[src/rtl/song_selector_if.sv]
// Song-select interface: button/enable inputs toward the selector and the
// continuously-read selection outputs back toward gameplay/display.
//   master : drives btn_left, btn_right, enable; reads the selection outputs
//   slave  : the selector itself; reads the inputs, drives the outputs
//   btn_left / btn_right : level buttons, stepped on their rising edge
//   enable               : high while the song-select screen is active
//   selected_song        : one-hot code (0001 / 0010 / 0100)
//   popup_message        : 8 ASCII chars, char 0 (leftmost) in [63:56]
//   bpm_output           : tempo of the selected song
interface song_selector_if;
  logic        btn_left;
  logic        btn_right;
  logic        enable;
  logic [3:0]  selected_song;
  logic [63:0] popup_message;
  logic [15:0] bpm_output;

  modport master (
    output btn_left,
    output btn_right,
    output enable,
    input  selected_song,
    input  popup_message,
    input  bpm_output
  );

  modport slave (
    input  btn_left,
    input  btn_right,
    input  enable,
    output selected_song,
    output popup_message,
    output bpm_output
  );
endinterface

[src/rtl/song_selector.sv]
// Song-selection stage. Left/right button presses (rising edges) cycle
// through three songs while enable is high; the chosen song is reported as a
// one-hot code, its BPM and an 8-character ASCII label, all registered
// together so they never disagree.
//   clk  : system clock, all state on the rising edge
//   rst  : synchronous active-high reset, priority over everything
//   bus  : song_selector_if.slave (buttons, enable, selection outputs)
module song_selector #(
  parameter logic [15:0] BPM_SONG1 = 16'd120,
  parameter logic [15:0] BPM_SONG2 = 16'd100,
  parameter logic [15:0] BPM_SONG3 = 16'd140
) (
  input  logic                  clk,
  input  logic                  rst,
  song_selector_if.slave        bus
);

  typedef enum logic [1:0] {
    SelSong1   = 2'd0,
    SelSong2   = 2'd1,
    SelSong3   = 2'd2,
    SelInvalid = 2'd3
  } sel_e;

  localparam logic [63:0] MsgSong1 = 64'h534F_4E47_2031_2020; // "SONG 1  "
  localparam logic [63:0] MsgSong2 = 64'h534F_4E47_2032_2020; // "SONG 2  "
  localparam logic [63:0] MsgSong3 = 64'h534F_4E47_2033_2020; // "SONG 3  "

  sel_e        sel_q, sel_d;
  logic        left_q, left_d;
  logic        right_q, right_d;
  logic [3:0]  song_q, song_d;
  logic [15:0] bpm_q, bpm_d;
  logic [63:0] msg_q, msg_d;

  logic press_left;
  logic press_right;

  // Edge detect: the previous-level registers track the buttons every cycle,
  // even with enable low, so a button already held when enable rises is not
  // seen as a press.
  always_comb begin
    left_d      = bus.btn_left;
    right_d     = bus.btn_right;
    press_left  = bus.btn_left & ~left_q;
    press_right = bus.btn_right & ~right_q;
  end

  // Selection next state.
  always_comb begin
    sel_d = sel_q;
    if (bus.enable) begin
      if (press_right && !press_left) begin
        unique case (sel_q)
          SelSong1: sel_d = SelSong2;
          SelSong2: sel_d = SelSong3;
          SelSong3: sel_d = SelSong1;
          default:  sel_d = SelSong1;
        endcase
      end else if (press_left && !press_right) begin
        unique case (sel_q)
          SelSong1: sel_d = SelSong3;
          SelSong2: sel_d = SelSong1;
          SelSong3: sel_d = SelSong2;
          default:  sel_d = SelSong1;
        endcase
      end
    end
    // An unreachable code recovers to song 1 regardless of enable.
    if (sel_q == SelInvalid) begin
      sel_d = SelSong1;
    end
  end

  // Outputs decode the next selection so they change on the same edge as
  // the index itself (one clock from button to outputs).
  always_comb begin
    song_d = 4'b0001;
    bpm_d  = BPM_SONG1;
    msg_d  = MsgSong1;
    unique case (sel_d)
      SelSong2: begin
        song_d = 4'b0010;
        bpm_d  = BPM_SONG2;
        msg_d  = MsgSong2;
      end
      SelSong3: begin
        song_d = 4'b0100;
        bpm_d  = BPM_SONG3;
        msg_d  = MsgSong3;
      end
      default: begin
        song_d = 4'b0001;
        bpm_d  = BPM_SONG1;
        msg_d  = MsgSong1;
      end
    endcase
  end

  // Edge registers clear to 0 on reset, so a button held through reset
  // produces exactly one press on the first non-reset edge.
  always_ff @(posedge clk) begin
    if (rst) begin
      sel_q   <= SelSong1;
      left_q  <= 1'b0;
      right_q <= 1'b0;
      song_q  <= 4'b0001;
      bpm_q   <= BPM_SONG1;
      msg_q   <= MsgSong1;
    end else begin
      sel_q   <= sel_d;
      left_q  <= left_d;
      right_q <= right_d;
      song_q  <= song_d;
      bpm_q   <= bpm_d;
      msg_q   <= msg_d;
    end
  end

  assign bus.selected_song = song_q;
  assign bus.bpm_output    = bpm_q;
  assign bus.popup_message = msg_q;

endmodule

[src/flat_wrapper.sv]
// flat-port wrapper written by rule: the top's interface ports become plain ports
module song_selector_flat 
#(
  parameter logic [15:0] BPM_SONG1 = 16'd120,
  parameter logic [15:0] BPM_SONG2 = 16'd100,
  parameter logic [15:0] BPM_SONG3 = 16'd140
)
  (clk, rst, bus_btn_left, bus_btn_right, bus_enable, bus_selected_song, bus_popup_message, bus_bpm_output);
  song_selector_if bus_i ();
  input  logic clk;
  input  logic rst;
  input wire logic [$bits(bus_i.btn_left)-1:0] bus_btn_left;
  input wire logic [$bits(bus_i.btn_right)-1:0] bus_btn_right;
  input wire logic [$bits(bus_i.enable)-1:0] bus_enable;
  output wire logic [$bits(bus_i.selected_song)-1:0] bus_selected_song;
  output wire logic [$bits(bus_i.popup_message)-1:0] bus_popup_message;
  output wire logic [$bits(bus_i.bpm_output)-1:0] bus_bpm_output;
  assign bus_i.btn_left = bus_btn_left;
  assign bus_i.btn_right = bus_btn_right;
  assign bus_i.enable = bus_enable;
  assign bus_selected_song = bus_i.selected_song;
  assign bus_popup_message = bus_i.popup_message;
  assign bus_bpm_output = bus_i.bpm_output;
  song_selector #(.BPM_SONG1(BPM_SONG1), .BPM_SONG2(BPM_SONG2), .BPM_SONG3(BPM_SONG3)) u_core (.clk(clk), .rst(rst), .bus(bus_i));
endmodule
[config.mk]
export PLATFORM = sky130hd
export DESIGN_NAME = song_selector_flat
export DESIGN_NICKNAME = d
export VERILOG_FILES = /design/src/rtl/song_selector_if.sv /design/src/rtl/song_selector.sv /design/src/flat_wrapper.sv
export SDC_FILE = /design/constraint.sdc
export NUM_CORES = 1
export LEC_CHECK = 0
export ABC_AREA = 1
export CORE_ASPECT_RATIO = 1.4
export CORE_UTILIZATION = 33
export DETAILED_ROUTE_END_ITERATION = 16
export GPL_TIMING_DRIVEN = 0
export PLACE_DENSITY = 0.89
export SLEW_MARGIN = 5
export SYNTH_ARGS = -nofsm -noshare
export SYNTH_HDL_FRONTEND = slang
export SYNTH_SLANG_ARGS = --single-unit
[constraint.sdc]
create_clock -name clk -period 1.65 [get_ports clk]
set_input_delay 0.33 -clock clk [delete_from_list [all_inputs] [get_ports clk]]
set_output_delay 0.33 -clock clk [all_outputs]
set_load 0.01 [all_outputs]
==> reports/qor.txt, run 1 <==
OUTCOME
----------------------------------------------------------------------------------------
Run status                                                                  complete, no violations

LAYOUT
----------------------------------------------------------------------------------------
Finished Layout Cells                                                                279
Final #Nets                                                                          250
Top library cells by usage in the layout, fill and taps aside               80 x sky130_fd_sc_hd__buf_4, 73 x sky130_fd_sc_hd__conb_1, 15 x sky130_fd_sc_hd__nand2_1
P&R area growth vs syn                                                            50.17%
ANT cells                                                                              0
Fraction of final layout cells with drive strength greater than 1                 0.4208
Commonest non-fill, non-tap cell in the layout                              sky130_fd_sc_hd__buf_4

CTS
----------------------------------------------------------------------------------------
Worst-path clk slew                                                              0.05 ns
TritonCTS clock tree                                                                 yes
Clk Latency, worst-skew pair                                                     0.23 ns
Level count of the clock H-tree                                                        1
Clock Path Buffers                                                                     2
Clk sinks                                                                             10
CTS Buf Count                                                                          3
Clock root buffer master                                                    sky130_fd_sc_hd__clkbuf_8

STA
----------------------------------------------------------------------------------------
Worst clock skew on the final layout                                        0.0005878 ns
Share of the clock period used by the worst path after layout                     0.9300
Max Fclk                                                                       651.7 MHz
Clock period minus worst slack                                                  1.535 ns
Setup repair after global routing missed its margin                                false
Total count of max-transition violations in the final report                           0
Final number of hold-violating endpoints                                               0
Count of endpoints failing setup in the final report                                   0
Final-layout worst hold slack                                                  0.4862 ns

CRITICAL PATH
----------------------------------------------------------------------------------------
Crit start category                                                           input port
Arrival time of the worst setup path                                             1.66 ns
Maximum net fanout on the critical path                                                4
Crit-path max cell delay                                                         0.52 ns
Kind of critical path                                                       input port to flop
Top delay family on crit path                                               buffers and inverters
Most used cell, CP                                                          sky130_fd_sc_hd__inv_1
Worst EP required                                                                1.78 ns
Buf/Inv on CP                                                                          3
Capturing element type of the critical path                                         flop
Worst path slowest cell                                                     sky130_fd_sc_hd__clkdlybuf4s50_1
CP cell instances                                                           clkdlybuf4s50_1 > inv_1 > a21oi_2 > nand2_4 > ha_1 > nor2_2 > inv_1

DIE
----------------------------------------------------------------------------------------
Initial cell density of the core                                                  0.3474
Core Box Area                                                               0.003123 mm2
Count of standard-cell rows                                                           24
Die area                                                                    0.003524 mm2
Horizontal die dimension                                                        50.46 um
# IOs                                                                                 89
Die H                                                                           69.84 um

PLACED DESIGN
----------------------------------------------------------------------------------------
Gpl congestion                                                                    0.8462
PortBufs                                                                              14
Total half-perimeter wirelength after legalization and detailed placement       1.500 mm
Count of placed standard cells including taps                                        273

SYNTH
----------------------------------------------------------------------------------------
Unique cell type count in the Yosys netlist                                           14
Number of cells produced by synthesis                                                149
Cell Area, Synth                                                            0.001085 mm2
Main flop type after synthesis                                              sky130_fd_sc_hd__dfxtp_1
Yosys top cell area share                                                         0.5398
Number of register bits inferred by synthesis                                         10
Adder and majority gate portion of the synthesized area                          0.04614
Cell type with the largest total area after synthesis                       sky130_fd_sc_hd__buf_4
EDFF count, synth                                                                      0
Fraction of synthesized cell area in xor and xnor cells                                0
Register area share after synthesis                                               0.1845
Portion of netlist area occupied by mux cells                                          0
Synth Area in Compound Gates                                                     0.02768
Combinational family with the most area after synthesis                     buffers and inverters
Leading post-synthesis cells by cell area                                   sky130_fd_sc_hd__buf_4 54%, sky130_fd_sc_hd__dfxtp_1 18%, sky130_fd_sc_hd__inv_1 5.2%
Syn. warnings                                                                          0
Post-synthesis area per instance                                               7.280 um2
Synth async-reset ratio                                                                0
Simple-gate area share of the yosys netlist                                       0.1326

GLOBAL ROUTE
----------------------------------------------------------------------------------------
Grt ovf                                                                                0
Initial antenna violation count                                                        0
Maximum number of pins on one net before global-route repair                           9
Via count of the first global-routing pass                                           694
Global-route wire length before repair                                          2.732 mm
Total GRT Usage                                                                   0.1025

ROUTING
----------------------------------------------------------------------------------------
Total wire length                                                               1.793 mm
First-iteration detailed-routing DRC count                                            12
Total via count after detailed routing                                               851
Via density per instance                                                           3.050
Final ANT Viol Nets                                                                    0
Remaining design rule violation count                                                  0
Average wire per cell in the routed design                                      6.427 um
Count of TritonRoute iterations in the first routing pass                              4

RUN
----------------------------------------------------------------------------------------
Number of max-cap violations                                                           0

HOLD PATH
----------------------------------------------------------------------------------------
Type of the tightest min-delay check                                        input port to flop

POWER AND IR DROP
----------------------------------------------------------------------------------------
Cell area power density                                                     640.3 mW/mm2
Reported leakage power                                                         0.9975 nW
Worst voltage drop across the vdd grid                                         0.6019 mV

-- state kept, by name (all words and copies together) (netlist names) --
register / flops
u_core.bus.bpm_output: 3
u_core.bus.selected_song: 2
u_core.sel_q: 2
u_core.bus.popup_message: 1
u_core.left_q: 1
u_core.right_q: 1
-- tightest hold or removal path: cells and delay by family --
kind	cells	cell delay, ns
buffers and inverters	2	0.29
and+or+nand+nor	1	0.07
-- synth_stat cells, types with 2 or more instances --
master and n:
sky130_fd_sc_hd__conb_1 2, sky130_fd_sc_hd__inv_2 2, sky130_fd_sc_hd__ha_1 4, sky130_fd_sc_hd__dfxtp_1 10
sky130_fd_sc_hd__a21oi_1 6, sky130_fd_sc_hd__nand2_2 2, sky130_fd_sc_hd__nor2_1 6, sky130_fd_sc_hd__nand2_1 15
sky130_fd_sc_hd__inv_1 15, sky130_fd_sc_hd__buf_4 78, sky130_fd_sc_hd__nor2_2 6
-- area by class of cell --
type | instances | area [um2]
Clock buffer | 4 | 55.05
Buffer | 79 | 589.3
Multi-Input combinational cell | 114 | 518.0
Timing Repair Buffer | 16 | 152.6
Tap cell | 39 | 48.80
Inverter | 17 | 63.81
Sequential cell | 10 | 201.4
Fill cell | 308 | 1494
-- routing by layer --
layer | vias up | track usage | wire length [um]
li1 | 467 | - | -
met4 | 0 | 0.07099 | 43
met5 | - | 0 | 0
met3 | 4 | 0.008772 | 170
met1 | 328 | 0.07610 | 545
met2 | 52 | 0.2193 | 1033
-- path summary, 6_finish.rpt --
| kind | from | endpoint | slack (ns) | cells past startpoint |
|---|---|---|---|---|
| setup / recovery | bus_enable | u_core.bus.selected_song[0]$_SDFF_PP1_ | 0.12 | 7 |
| hold / removal | bus_btn_right | u_core.right_q$_SDFF_PP0_ | 0.49 | 3 |
| setup reg to reg | u_core.sel_q[0]$_SDFF_PP0_ | u_core.bus.selected_song[0]$_SDFF_PP1_ | 0.19 | 8 |
| hold reg to reg | u_core.sel_q[0]$_SDFF_PP0_ | u_core.sel_q[0]$_SDFF_PP0_ | 0.67 | 4 |
-- report_power, final --
group	leakage (nW)	total (W)	internal, W	switching (W)
logic	0.886	0.000457	0.000240	0.000217
registers	0.0832	0.000286	0.000269	0.0000173
clock network	0.0288	0.000300	0.000209	0.0000906
total	0.997	0.00104	0.000719	0.000325
-- cells by family (layout without fill, tap and decap cells) --
logic type,Yosys count,after routing
buf+inv,96,116
fa+ha+maj,4,4
compound gates,6,6
simple gates,31,31
flops,10,10
other cells,2,73
-- timing repair --
item	in CTS	in global routing
hold buffers	0	0
buffers inserted	2	0
gates resized for setup	6	4
pin swaps	7	0
endpoints found under the setup margin	2	1
-- stage by stage --
stage	setup TNS [ns]	cell area, um2	util	setup slack, ns	total power [W]
after floorplan	0	1351	-	0.2973	0.0006189
after global placement	-0.9021	1540	0.4932	-0.2958	0.0007041
after detailed placement	-1.153	1540	0.4932	-0.3268	0.0007134
after CTS	0	1618	0.5180	0.06683	0.001031
after global routing	0	1629	0.5216	0.04725	0.001111
final	0	1629	0.5216	0.1154	0.001043
Power figures use the tool's default switching activity.
==> run 2: changes to the inputs <==
--- a/config.mk
+++ b/config.mk
@@ -10,7 +10,10 @@
 export CORE_UTILIZATION = 33
 export DETAILED_ROUTE_END_ITERATION = 16
 export GPL_TIMING_DRIVEN = 0
+export MAX_ROUTING_LAYER = met4
 export PLACE_DENSITY = 0.89
+export REMOVE_ABC_BUFFERS = 1
+export SETUP_SLACK_MARGIN = 0.3
 export SLEW_MARGIN = 5
 export SYNTH_ARGS = -nofsm -noshare
 export SYNTH_HDL_FRONTEND = slang
==> run 2 against run 1 <==
Wire length down 7.6%. Clock skew hardly changed. First-iteration DRC count fell by 50%. Critical endpoint unchanged. Clock-buffer cell count unchanged. Maximum frequency up 7.6%. Design area decreased by 30%. Cell count shrank 28%. Die area stayed put. Combinational power is 26% lower. Sequential share of layout area grew 6.4 points. Power shrank 10%. Global-route usage decreased by 1.8 points.
==> reports/qor.txt, run 2 (synthesis gave the netlist of run 1 again) <==
STA
----------------------------------------------------------------------------------------
Count of endpoints failing setup in the final report                                   0   unchanged
Total count of max-transition violations in the final report                           0   unchanged
Final-layout worst hold slack                                                  0.3532 ns   was 0.4862 ns
Clock period minus worst slack                                                  1.426 ns   was 1.535 ns
Worst clock skew on the final layout                                        0.0004874 ns   was 0.0005878 ns
Setup repair after global routing missed its margin                                 true   was false
Max Fclk                                                                       701.4 MHz   was 651.7 MHz
Share of the clock period used by the worst path after layout                     0.8641   was 0.9300
Final number of hold-violating endpoints                                               0   unchanged

LAYOUT
----------------------------------------------------------------------------------------
Commonest non-fill, non-tap cell in the layout                              sky130_fd_sc_hd__conb_1   was sky130_fd_sc_hd__buf_4
Fraction of final layout cells with drive strength greater than 1                 0.2761   was 0.4208
Top library cells by usage in the layout, fill and taps aside               73 x sky130_fd_sc_hd__conb_1, 12 x sky130_fd_sc_hd__dlygate4sd2_1, 10 x sky130_fd_sc_hd__nand2_1   was 80 x sky130_fd_sc_hd__buf_4, 73 x sky130_fd_sc_hd__conb_1, 15 x sky130_fd_sc_hd__nand2_1
Flip-flop count of the largest register after layout                                   3   unchanged
P&R area growth vs syn                                                            4.614%   was 50.17%
Final #Nets                                                                          173   was 250
ANT cells                                                                              0   unchanged

PLACED DESIGN
----------------------------------------------------------------------------------------
Gpl congestion                                                                    0.7338   was 0.8462
PortBufs                                                                              15   was 14
Total half-perimeter wirelength after legalization and detailed placement       1.074 mm   was 1.500 mm

DIE
----------------------------------------------------------------------------------------
Die area                                                                    0.003524 mm2   unchanged
Core Box Area                                                               0.003123 mm2   unchanged
Die H                                                                           69.84 um   unchanged
Initial cell density of the core                                                  0.3474   unchanged
Horizontal die dimension                                                        50.46 um   unchanged
# IOs                                                                                 89   unchanged
Count of standard-cell rows                                                           24   unchanged

CTS
----------------------------------------------------------------------------------------
Worst-path clk slew                                                              0.05 ns   about the same
TritonCTS clock tree                                                                 yes   unchanged
Clock root buffer master                                                    sky130_fd_sc_hd__clkbuf_8   unchanged
Clock Path Buffers                                                                     2   unchanged
Clk sinks                                                                             10   unchanged
CTS Buf Count                                                                          3   unchanged
Level count of the clock H-tree                                                        1   unchanged
Clk Latency, worst-skew pair                                                     0.24 ns   was 0.23 ns

ROUTING
----------------------------------------------------------------------------------------
Average wire per cell in the routed design                                      8.198 um   was 6.427 um
Detail Route met2 WL                                                              891 um   was 1.033 mm
Count of TritonRoute iterations in the first routing pass                              2   was 4
Total via count after detailed routing                                               699   was 851
Remaining design rule violation count                                                  0   unchanged
Routed wire length on met3                                                        206 um   was 170 um
Highest signal layer in the routed design                                           met4   unchanged
Total wire length                                                               1.656 mm   was 1.793 mm
Via density per instance                                                           3.460   was 3.050
First-iteration detailed-routing DRC count                                             6   was 12
Met1 WL                                                                           484 um   was 545 um
Final ANT Viol Nets                                                                    0   unchanged

CRITICAL PATH
----------------------------------------------------------------------------------------
Capturing element type of the critical path                                         flop   unchanged
Kind of critical path                                                       flop to flop   was input port to flop
Maximum net fanout on the critical path                                                4   unchanged
Crit-path max cell delay                                                         0.35 ns   was 0.52 ns
Buf/Inv on CP                                                                          2   was 3
CP cell instances                                                           inv_2 > nand2_4 > a21oi_2 > nand2_1 > nand3_2 > nand2_4 > ha_4 > nor2_4 > inv_1   was clkdlybuf4s50_1 > inv_1 > a21oi_2 > nand2_4 > ha_1 > nor2_2 > inv_1
Worst path slowest cell                                                     sky130_fd_sc_hd__dfxtp_4   was sky130_fd_sc_hd__clkdlybuf4s50_1
Most used cell, CP                                                          sky130_fd_sc_hd__nand2_4   was sky130_fd_sc_hd__inv_1
Arrival time of the worst setup path                                             1.56 ns   was 1.66 ns
Worst EP required                                                                1.79 ns   was 1.78 ns
Top delay family on crit path                                               simple AND/OR/NAND/NOR gates   was buffers and inverters
Crit start category                                                                 flop   was input port

HOLD PATH
----------------------------------------------------------------------------------------
Type of the tightest min-delay check                                        input port to flop   unchanged

GLOBAL ROUTE
----------------------------------------------------------------------------------------
Maximum number of pins on one net before global-route repair                           9   unchanged
Total GRT Usage                                                                  0.08432   was 0.1025
Initial antenna violation count                                                        0   unchanged
Grt ovf                                                                                0   unchanged
Global-route wire length before repair                                          2.159 mm   was 2.732 mm
Via count of the first global-routing pass                                           544   was 694

POWER AND IR DROP
----------------------------------------------------------------------------------------
Reported leakage power                                                         0.6348 nW   was 0.9975 nW
Cell area power density                                                     827.6 mW/mm2   was 640.3 mW/mm2
Total power                                                                  0.0009392 W   was 0.001043 W
Worst voltage drop across the vdd grid                                         0.5864 mV   was 0.6019 mV

OUTCOME
----------------------------------------------------------------------------------------
Run status                                                                  complete, no violations   unchanged

RUN
----------------------------------------------------------------------------------------
Number of max-cap violations                                                           0   unchanged

[run 2: cell types whose count changed in the layout (fill, tap and decap cells not counted), moves of 3 or more]
| cell | previous run | this run |
|---|---|---|
| sky130_fd_sc_hd__nor2_4 | 1 | 6 |
| sky130_fd_sc_hd__nor2_2 | 6 | 2 |
| sky130_fd_sc_hd__buf_4 | 80 | 1 |
| sky130_fd_sc_hd__dfxtp_4 | 0 | 3 |
| sky130_fd_sc_hd__dfxtp_1 | 9 | 6 |
| sky130_fd_sc_hd__nand2_1 | 15 | 10 |
| sky130_fd_sc_hd__dlygate4sd2_1 | 2 | 12 |
| sky130_fd_sc_hd__inv_2 | 4 | 9 |
| sky130_fd_sc_hd__nand2_2 | 1 | 5 |
| sky130_fd_sc_hd__clkdlybuf4s50_1 | 12 | 1 |
| sky130_fd_sc_hd__inv_1 | 13 | 7 |
[run 2: routing by layer]
layer	global-route usage	vias to the layer above
met4	0.05556	0
met3	0.01096	9
met2	0.1630	72
li1	-	315
met5	-	-
met1	0.07057	303
[run 2: metrics by stage]
step                instances  cell area (um2)  setup TNS [ns]    util  setup slack, ns
floorplan                 141            762.0               0       -           0.2988
global placement          195            960.9         -0.8979  0.3077          -0.2971
detailed placement        195            960.9          -1.209  0.3077          -0.3520
CTS                       200             1042               0  0.3337           0.2104
global route              202             1135               0  0.3634           0.1648
finish                    202             1135               0  0.3634           0.2242
[run 2: final timing paths]
path / start / to / slack (ns) / depth (start not counted)
setup / recovery: u_core.right_q$_SDFF_PP0_ / u_core.bus.selected_song[0]$_SDFF_PP1_ / 0.22 / 9
hold reg to reg: u_core.sel_q[0]$_SDFF_PP0_ / u_core.sel_q[0]$_SDFF_PP0_ / 0.68 / 4
hold / removal: bus_btn_left / u_core.left_q$_SDFF_PP0_ / 0.35 / 3
setup reg to reg: u_core.right_q$_SDFF_PP0_ / u_core.bus.selected_song[0]$_SDFF_PP1_ / 0.22 / 9
[run 2: worst reg2reg max path, delay by kind of cell (launching register included)]
kind	cells	cell delay (ns)
AO/OA/AOI/OAI	1	0.14
adder cells (fa/ha/maj)	1	0.26
buffers and inverters	2	0.10
flip-flops	1	0.35
AND/OR/NAND/NOR	5	0.47
[run 2: timing repair]
item / in CTS / in global routing
pin swaps: 7 / 14
hold buffers: 0 / 0
setup buffers: 1 / 2
endpoints found under the setup margin: 17 / 5
cloned: 0 / 0
resized for setup: 31 / 27
[run 2: final cells by class]
| type | instances | area (um2) |
|---|---|---|
| Inverter | 17 | 66.31 |
| Multi-Input combinational cell | 114 | 596.8 |
| Timing Repair Buffer | 18 | 155.1 |
| Tap cell | 39 | 48.80 |
| Sequential cell | 10 | 212.7 |
| Fill cell | 331 | 1988 |
| Clock buffer | 4 | 55.05 |
[run 2: where the power goes]
group | leakage [nW] | switching [W] | internal (W) | total [W]
registers | 0.0849 | 0.0000220 | 0.000269 | 0.000291
logic | 0.521 | 0.000220 | 0.000119 | 0.000339
clock network | 0.0288 | 0.0000995 | 0.000210 | 0.000309
total | 0.635 | 0.000342 | 0.000598 | 0.000939
